<file path="src/rtl/cam_buf_pkg.sv">
// rtl/cam_buf_pkg.sv - shared types, defaults and width helper for the camera buffer reader
package cam_buf_pkg;

   localparam int IMG_W_DEF = 480;
   localparam int IMG_H_DEF = 272;

   typedef enum logic [1:0] {
      ST_IDLE,
      ST_RUN,
      ST_DRAIN,
      ST_WAIT
   } rd_state_t;

   // Ceiling log2 with a floor of 1 so single-entry ranges still get a real bit.
   function automatic int clog2_min1(input int value);
      int w;
      w = 0;
      while ((1 << w) < value) w++;
      return (w < 1) ? 1 : w;
   endfunction

endpackage

</file>
<file path="src/rtl/cam_full_edge_sync.sv">
// rtl/cam_full_edge_sync.sv - 2-FF synchronizer plus rising-edge pulse for one buffer-full level
module cam_full_edge_sync (
   input  logic iClk,
   input  logic wRsn,
   input  logic iFull,
   output logic oRise
);

   logic sync_1;
   logic sync_2;
   logic sync_2_q;

   always_ff @(posedge iClk or negedge wRsn) begin
      if (!wRsn) begin
         sync_1   <= 1'b0;
         sync_2   <= 1'b0;
         sync_2_q <= 1'b0;
      end else begin
         sync_1   <= iFull;
         sync_2   <= sync_1;
         sync_2_q <= sync_2;
      end
   end

   assign oRise = sync_2 & ~sync_2_q;

endmodule

</file>
<file path="src/rtl/cam_buf_rd_multi.sv">
// rtl/cam_buf_rd_multi.sv - N-buffer ring read controller; raster markers built when CAM_BUF_RD_RASTER_MARK_EN is defined
module cam_buf_rd_multi
   import cam_buf_pkg::*;
#(
   parameter int IMG_W  = IMG_W_DEF,
   parameter int IMG_H  = IMG_H_DEF,
   parameter int NBUF   = 2,
   parameter int ADDR_W = 17,
   parameter int RD_LAT = 1,
   parameter int DATA_W = 16
) (
   input  logic                          iClk,
   input  logic                          wRsn,
   input  logic                          wEnClk,
   input  logic [NBUF-1:0]               iBufFull,
   input  logic                          iFrDone,
   input  logic                          iRdReady,
   input  logic [DATA_W-1:0]             iBufRdDt,
   output logic                          oBufRdEn,
   output logic [ADDR_W-1:0]             oBufRdAddr,
   output logic [clog2_min1(NBUF)-1:0]   oBufSel,
   output logic [DATA_W-1:0]             oPixDt,
   output logic                          oPixValid,
   output logic                          oSof,
   output logic                          oEol,
   output logic                          oEof,
   output logic                          oRdDone,
   output logic [NBUF-1:0]               oBufRelease,
   output logic                          oOverrun
);

   localparam int SEL_W = clog2_min1(NBUF);
   localparam int COL_W = clog2_min1(IMG_W);
   localparam int ROW_W = clog2_min1(IMG_H);
   localparam logic [COL_W-1:0] COL_LAST = COL_W'(IMG_W - 1);
   localparam logic [ROW_W-1:0] ROW_LAST = ROW_W'(IMG_H - 1);
   localparam logic [SEL_W-1:0] PTR_LAST = SEL_W'(NBUF - 1);

   rd_state_t          state;
   rd_state_t          state_n;
   logic [NBUF-1:0]    full_rise;
   logic [NBUF-1:0]    pending;
   logic [NBUF-1:0]    pend_clr;
   logic [SEL_W-1:0]   rd_ptr;
   logic [COL_W-1:0]   col;
   logic [ROW_W-1:0]   row;
   logic [ADDR_W-1:0]  addr;
   logic [RD_LAT-1:0]  vpipe;
   logic               start;
   logic               issue;
   logic               done_set;
   logic               rel_set;
   logic               is_last;

   for (genvar k = 0; k < NBUF; k++) begin : g_sync
      cam_full_edge_sync u_sync (
         .iClk  (iClk),
         .wRsn  (wRsn),
         .iFull (iBufFull[k]),
         .oRise (full_rise[k])
      );
   end

   assign is_last  = (col == COL_LAST) && (row == ROW_LAST);
   assign pend_clr = rel_set ? (NBUF'(1) << oBufSel) : '0;

   // Pending bookkeeping runs every iClk so one-cycle edge pulses are never lost.
   always_ff @(posedge iClk or negedge wRsn) begin
      if (!wRsn) begin
         pending  <= '0;
         oOverrun <= 1'b0;
      end else begin
         pending <= (pending & ~pend_clr) | full_rise;
         if (|(full_rise & pending & ~pend_clr)) oOverrun <= 1'b1;
      end
   end

   always_ff @(posedge iClk or negedge wRsn) begin
      if (!wRsn) state <= ST_IDLE;
      else       state <= state_n;
   end

   always_comb begin
      state_n  = state;
      start    = 1'b0;
      issue    = 1'b0;
      done_set = 1'b0;
      rel_set  = 1'b0;
      case (state)
         ST_IDLE: begin
            if (wEnClk && pending[rd_ptr]) begin
               start   = 1'b1;
               state_n = ST_RUN;
            end
         end
         ST_RUN: begin
            if (wEnClk && iRdReady) begin
               issue = 1'b1;
               if (is_last) state_n = ST_DRAIN;
            end
         end
         ST_DRAIN: begin
            if (wEnClk && (vpipe == '0)) begin
               done_set = 1'b1;
               state_n  = ST_WAIT;
            end
         end
         ST_WAIT: begin
            if (wEnClk && iFrDone) begin
               rel_set = 1'b1;
               state_n = ST_IDLE;
            end
         end
         default: state_n = ST_IDLE;
      endcase
   end

   assign oBufRdEn   = issue;
   assign oBufRdAddr = addr;

   always_ff @(posedge iClk or negedge wRsn) begin
      if (!wRsn) begin
         col     <= '0;
         row     <= '0;
         addr    <= '0;
         oBufSel <= '0;
         rd_ptr  <= '0;
      end else begin
         if (start) begin
            oBufSel <= rd_ptr;
            col     <= '0;
            row     <= '0;
            addr    <= '0;
         end else if (issue && !is_last) begin
            addr <= addr + ADDR_W'(1);
            if (col == COL_LAST) begin
               col <= '0;
               row <= row + ROW_W'(1);
            end else begin
               col <= col + COL_W'(1);
            end
         end
         if (rel_set) rd_ptr <= (rd_ptr == PTR_LAST) ? '0 : rd_ptr + SEL_W'(1);
      end
   end

   always_ff @(posedge iClk or negedge wRsn) begin
      if (!wRsn) begin
         oBufRelease <= '0;
         oRdDone     <= 1'b0;
      end else begin
         oBufRelease <= pend_clr;
         if (wEnClk) oRdDone <= done_set;
      end
   end

   // vpipe tracks in-flight reads; its last stage lines up with iBufRdDt.
   always_ff @(posedge iClk or negedge wRsn) begin
      if (!wRsn) begin
         vpipe     <= '0;
         oPixValid <= 1'b0;
         oPixDt    <= '0;
      end else if (wEnClk) begin
         vpipe[0] <= issue;
         for (int i = 1; i < RD_LAT; i++) vpipe[i] <= vpipe[i-1];
         oPixValid <= vpipe[RD_LAT-1];
         if (vpipe[RD_LAT-1]) oPixDt <= iBufRdDt;
      end
   end

`ifdef CAM_BUF_RD_RASTER_MARK_EN
   logic [2:0] mark_pipe [RD_LAT];
   logic [2:0] mark_now;

   assign mark_now = {(col == '0) && (row == '0), col == COL_LAST, is_last};

   always_ff @(posedge iClk or negedge wRsn) begin
      if (!wRsn) begin
         for (int i = 0; i < RD_LAT; i++) mark_pipe[i] <= 3'b000;
         {oSof, oEol, oEof} <= 3'b000;
      end else if (wEnClk) begin
         mark_pipe[0] <= issue ? mark_now : 3'b000;
         for (int i = 1; i < RD_LAT; i++) mark_pipe[i] <= mark_pipe[i-1];
         {oSof, oEol, oEof} <= vpipe[RD_LAT-1] ? mark_pipe[RD_LAT-1] : 3'b000;
      end
   end
`else
   assign oSof = 1'b0;
   assign oEol = 1'b0;
   assign oEof = 1'b0;
`endif

endmodule

</file>
<file path="config.mk">
export PLATFORM = sky130hd
export DESIGN_NAME = cam_buf_rd_multi
export DESIGN_NICKNAME = d
export VERILOG_FILES = /design/src/rtl/cam_buf_pkg.sv /design/src/rtl/cam_full_edge_sync.sv /design/src/rtl/cam_buf_rd_multi.sv
export SDC_FILE = /design/constraint.sdc
export NUM_CORES = 1
export LEC_CHECK = 0
export BUFFER_PORTS_ARGS = -buffer_cell sky130_fd_sc_hd__clkbuf_2
export CORE_ASPECT_RATIO = 0.8
export CORE_MARGIN = 1.5
export CORE_UTILIZATION = 55
export CTS_CLUSTER_DIAMETER = 60
export DETAILED_ROUTE_END_ITERATION = 6
export GPL_ROUTABILITY_DRIVEN = 0
export PLACE_DENSITY = 0.86
export SETUP_SLACK_MARGIN = 0.05
export SLEW_MARGIN = 10
export SYNTH_ARGS = -nofsm -noshare
export SYNTH_HDL_FRONTEND = slang
export SYNTH_SLANG_ARGS = --single-unit
</file>
<file path="constraint.sdc">
create_clock -name iClk -period 6.7 [get_ports iClk]
set_input_delay 0.335 -clock iClk [delete_from_list [all_inputs] [get_ports iClk]]
set_output_delay 0.335 -clock iClk [all_outputs]
set_load 0.02 [all_outputs]
</file>
Word-level counts from Yosys, hierarchy flattened

Cells that the tools add are included.

Register bits: 69
Output and inout bits: 43
Logic and storage cells: 85

Add/sub/neg operators: 4
Order comparisons: 1
Equality and inequality tests: 10
Shift operators: 1
Multiplexer cells: 26
Bitwise logic cells: 10
Reduce and logical (&&, ||, !) cells: 14

Operator list:

| kind                                                | count |
|---|---|
| two-way mux 9 bit                                   | 6 |
| two-way mux 17 bit                                  | 2 |
| adder 9 x 1 -> 9 bit (second input constant)        | 2 |
| == test 9 bit (second input constant)               | 2 |
| adder 17 x 1 -> 17 bit (second input constant)      | 1 |
| two-way mux 2 bit                                   | 6 |
| two-way mux 1 bit                                   | 11 |
| != test 2 bit (second input constant)               | 5 |
| case mux 2 bit (4 select lines)                     | 1 |
| bitwise AND 2 bit                                   | 3 |
| logical AND 1 bit                                   | 6 |
| AND reduction 5 bit                                 | 1 |
| == test 2 bit (second input constant)               | 2 |
| AND reduction 2 bit                                 | 2 |
| nonzero test 2 bit                                  | 2 |
| inverter 1 bit                                      | 3 |
| bitwise AND 1 bit                                   | 2 |
| == test 2 x 1 -> 1 bit (second input constant)      | 1 |
| zero test 2 bit                                     | 1 |
| < comparator 1 x 2 -> 1 bit (second input constant) | 1 |
| inverter 2 bit                                      | 1 |
| OR 2 bit                                            | 1 |
| OR reduction 2 bit                                  | 1 |
| << shifter 1 x 1 -> 2 bit (first input constant)    | 1 |
| other kinds (2)                                     | 2 |

Depth between registers and ports, before layout

Word-level depth: 7
Gate-level depth with buffers: 8

Hierarchy

A second synthesis with hierarchy kept.

Cell total of the unflattened synthesis: 296
Area, all modules: 3,250.6 um2

By module, submodules not included:

| module             | times used | cells each | area each (um2) |
|---|---|---|---|
| cam_buf_rd_multi   | 1          | 288        | 3,072.9 |
| cam_full_edge_sync | 2          | 4          | 88.8 |

Worst setup path before layout

No wires, ideal clock.

Path kind: register to register
Start point: register row[5]
End point: register state[1]
Arrival time: 2.021 ns
Required time: 6.575 ns
Slack: 4.554 ns
Stages on the path, launching flop included: 5
Clock period less this slack: 2.146 ns
Cells stage by stage: dfrtp_1 or4b_4 or4_4 a221oi_4 mux2_4

Cells in the longest elaborated chain, start to end: 4

Ends and longest elaborated chain:

| what                                 | RTL line                | source |
|---|---|---|
| from (decl)                          | cam_buf_rd_multi.sv:46  | `logic [ROW_W-1:0] row;` |
| from (signal assigned)               | cam_buf_rd_multi.sv:138 | `row <= row + ROW_W'(1);` |
| == test 9 bit                        | cam_buf_rd_multi.sv:64  | `assign is_last = (col == COL_LAST) && (row == ROW_LAST);` |
| logical AND 1 bit                    | cam_buf_rd_multi.sv:64  |  |
| != test 2 bit (no source line)       | n/a                     |  |
| AND reduction 5 bit (no source line) | n/a                     |  |
| to (signal assigned)                 | cam_buf_rd_multi.sv:80  | `else state <= state_n;` |
| to (decl)                            | cam_buf_rd_multi.sv:39  | `rd_state_t state;` |

Every way passes these cells.
A chain may end at the register's enable or synchronous reset.

Worst setup path after layout

Start point: register state[1]
End point: register addr[13] (netlist: oBufRdAddr[13])

Cells in the longest elaborated chain, start to end: 4
Elaborated cells on any way between the ends: 7
Those cells by class: 1 x eq/ne; 3 x mux; 3 x reduce/logical

Ends and longest elaborated chain:

| what                                | RTL line                | source |
|---|---|---|
| == test 2 x 1 -> 1 bit              | cam_buf_rd_multi.sv:89  | `case (state)` |
| two-way mux 1 bit                   | cam_buf_rd_multi.sv:89  |  |
| logical AND 1 bit                   | cam_buf_rd_multi.sv:134 | `end else if (issue && !is_last) begin` |
| nonzero test 2 bit (no source line) | n/a                     |  |
| to (signal assigned)                | cam_buf_rd_multi.sv:135 | `addr <= addr + ADDR_W'(1);` |
| to (decl)                           | cam_buf_rd_multi.sv:47  | `logic [ADDR_W-1:0] addr;` |

Several ways; a longest one is shown, not always the timed one.

==> metrics.md <==
| Metric | Value |
|---|---|
| Worst Hold Launch | `iBufFull[1]` |
| RSZ-0062 raised after global routing | `false` |
| Arrival time at the worst endpoint | `3.19 ns` |
| # DRC | `0` |
| # setup viols final | `0` |
| Largest net degree at the start of global routing | `70` |
| Yosys warns | `0` |
| Initial DRC count | `320` |
| Commonest non-fill, non-tap cell in the layout | `dfrtp_1` |
| Synth Area in Adders | `2.67%` |
| Leak | `1.73 nW` |
| Die X | `89.3 um` |
| CP max stage delay | `0.54 ns` |
| First-pass GRT wire length | `12300 um` |
| Post-synth EDFFs | `0` |
| CTS tree | `yes` |
| Flop pwr share | `47.2%` |
| Sequential fraction of the synthesis area | `52.7%` |
| Final period utilization | `43.8%` |
| Worst Clk Skew | `0.0121 ns` |
| Fin. max-slew vios | `0` |
| CTS Buf Count | `9` |
| Worst r2r src | `state[1]` |
| Fraction of the mapped netlist area in simple logic gates | `18.1%` |
| PD cells | `280 mW/mm^2` |
| Clk pin slew, worst setup/hold paths | `0.09 ns` |
| Crit-path leading delay family | `simple AND/OR/NAND/NOR gates` |
| Die area | `0.00643 sq mm` |
| Post-synthesis mux area share | `7.22%` |
| Cell mode on critical path | `inv_1` |
| DPL Wire Length | `4790 um` |
| Chip height | `72.0 um` |
| Overall routing resource usage | `24.9%` |
| Top Metal Used | `met4` |
| Final hold viol count | `0` |
| Max frequency | `0.341 GHz` |
| Switching share of total power | `30.0%` |
| Post-CTS setup buffers | `0` |
| Global route overflow | `0` |
| Max Root-Sink Buffers | `2` |
| Slew @ Worst Pin | `1.17 ns` |
| Clk sinks | `69` |
| Vias in the first global route | `2594` |
| Slowest CP cell | `or4_1` |
| Cells after synthesis | `307` |
| Outcome | `completed` |
| H-tree levels | `3` |
| Synth Area in Compound Gates | `14.4%` |
| Syn Area/Cell | `10.7 sq um` |
| Psw | `325 uW` |
| Hold path cells | `1` |
| Initial antenna violation count | `0` |
| Setup TNS | `0 ns` |
| Register bit total from synthesis | `69` |
| Clk root buf | `clkbuf_8` |
| Synth cell types | `38` |
| Worst-skew pair later-pin latency | `0.35 ns` |
| Via count | `2701` |
| Hold-fix buffers, CTS | `0` |
| R2R cell count | `7` |
| Mapped cell area | `0.00328 sq mm` |
| Internal power | `757 uW` |
| DR WL met2 | `3630 um` |
| Maximum VDD drop | `0.195 mV` |
| Worst-path fanout max | `21` |
| Share of cells above drive strength 1 | `27.8%` |
| Main combinational cell family by area after synthesis | `simple AND/OR/NAND/NOR gates` |
| Utilization after layout | `69.1%` |
| # Max-Cap Violations | `0` |
| Worst setup EP type | `register` |
| Critical path depth in cells | `7` |
| Startpoint Class | `register` |
| CORE AREA | `0.00559 sq mm` |
| Row cnt | `24` |
| CP Buf/Inv Count | `2` |
| Post-route ant nets | `0` |
| Tightest Hold Check Type | `input port to register` |
| Clock power frac | `36.2%` |
| Met3 routed WL | `344 um` |
| Cells along the critical path | `inv_1 > ha_1 > nand3_1 > inv_1 > nand4_1 > or4_1 > a21oi_1` |
| Crit path required time | `6.96 ns` |
| PostCTS Resize Cnt | `0` |
| Slew headroom | `21.8%` |
| Synth Area in XOR/XNOR | `0.802%` |
| Via density | `6.02` |
| Comb power frac | `16.6%` |
| Most frequent cells in the layout | `dfrtp_1 (69), clkbuf_2 (61), a21oi_1 (31), nand2_1 (22), o31ai_1 (19)` |
| Nets | `396` |
| Post-Route WL | `7280 um` |
| Port Buffers | `62` |
| Async set or reset register ratio after synthesis | `100%` |
| Drt wl/cell | `16.2 um` |
| WL met1 | `3190 um` |
| WS Path Type | `register to register` |
| # placed instances | `433` |
| Boundary pin count | `66` |
| Fin cells | `449` |
| Post-route minimum period | `2.94 ns` |
| # diodes | `0` |
| Crit path from | `state[1]` |
| Area delta synth->final | `17.9%` |
| Ys flop type | `dfrtp_1` |
| Drt pass-1 iters | `4` |
| Starting Density | `58.6%` |
-- layer usage --
metal  vias to the layer above  global-route usage [%]
met2                        86                    39.3
met3                        12                    7.39
li1                       1268                       -
met5                         -                       0
met1                      1335                    33.3
met4                         0                    8.03
-- flip-flops by register name, summed over array words and instances (netlist names), 9 cells and up --
signal      count
row             9
oBufRdAddr     17
col             9
oPixDt         16
-- through the flow --
step	hold WS, ns	setup slack [ns]	cell area, sq um	power (mW)
after CTS	0.0757	3.79	3860	1.08
after detailed placement	0.341	3.84	3630	0.694
after global routing	0.0658	3.48	3860	1.13
after global placement	0.332	3.97	3630	0.685
after floorplan	0.0394	4.55	3280	0.622
final	0.0794	3.76	3860	1.08
-- worst paths after layout --
kind / to / slack [ns]
max: oBufRdAddr[13] / 3.76
min: g_sync[1].u_sync.sync_1 / 0.08
max reg2reg: oBufRdAddr[13] / 3.76
min reg2reg: g_sync[0].u_sync.sync_2 / 0.36
max in group asynchronous: oBufRdAddr[12] / 5.95
min in group asynchronous: oPixDt[7] / 0.18
-- power by group through the flow --
stage / sequential, mW / clock (mW) / combinational (mW)
3_5_place_dp: 0.517 / 0 / 0.178
2_1_floorplan: 0.550 / 0 / 0.0716
3_3_place_gp: 0.513 / 0 / 0.172
5_1_grt: 0.519 / 0.410 / 0.196
4_1_cts: 0.509 / 0.393 / 0.179
6_report: 0.510 / 0.392 / 0.179
-- area by class of cell --
type	count	area [sq um]
clock inverter	6	93.8
inverter	13	48.8
sequential	69	1730
timing repair buffer	64	325
fill	426	1720
clock buffer	10	138
multi-input combinational	209	1430
tap	78	97.6
-- synthesized netlist by cell type, types with 2 or more instances --
cell	count	share of area, %
or4_1	18	4.1
o31ai_1	19	4.4
nand3_1	11	1.7
o21ai_0	16	2.4
nor4_1	3	0.57
xor2_1	2	0.53
or3_1	9	1.7
a21oi_1	31	4.7
clkbuf_1	12	1.4
a311oi_1	2	0.53
nand2b_1	4	0.76
ha_1	7	2.7
nand2_1	22	2.5
buf_4	3	0.69
nor2_1	7	0.80
nand4_1	9	1.7
mux2i_1	3	0.92
inv_1	13	1.5
mux2_2	17	5.8
and4_1	6	1.6
buf_2	3	0.46
dfrtp_1	69	53
and3_1	5	0.95
nand4b_1	2	0.53
-- cells by family (layout without fill, tap and decap cells) --
logic type      after synthesis  count (layout)
mux                          21              21
buf+inv                      31              93
fa+ha+maj                     7               7
xor+xnor                      3               3
compound gates               75              75
other cells                   1               3
simple gates                100             100
flops                        69              69
(Power assumes the default switching activity.)
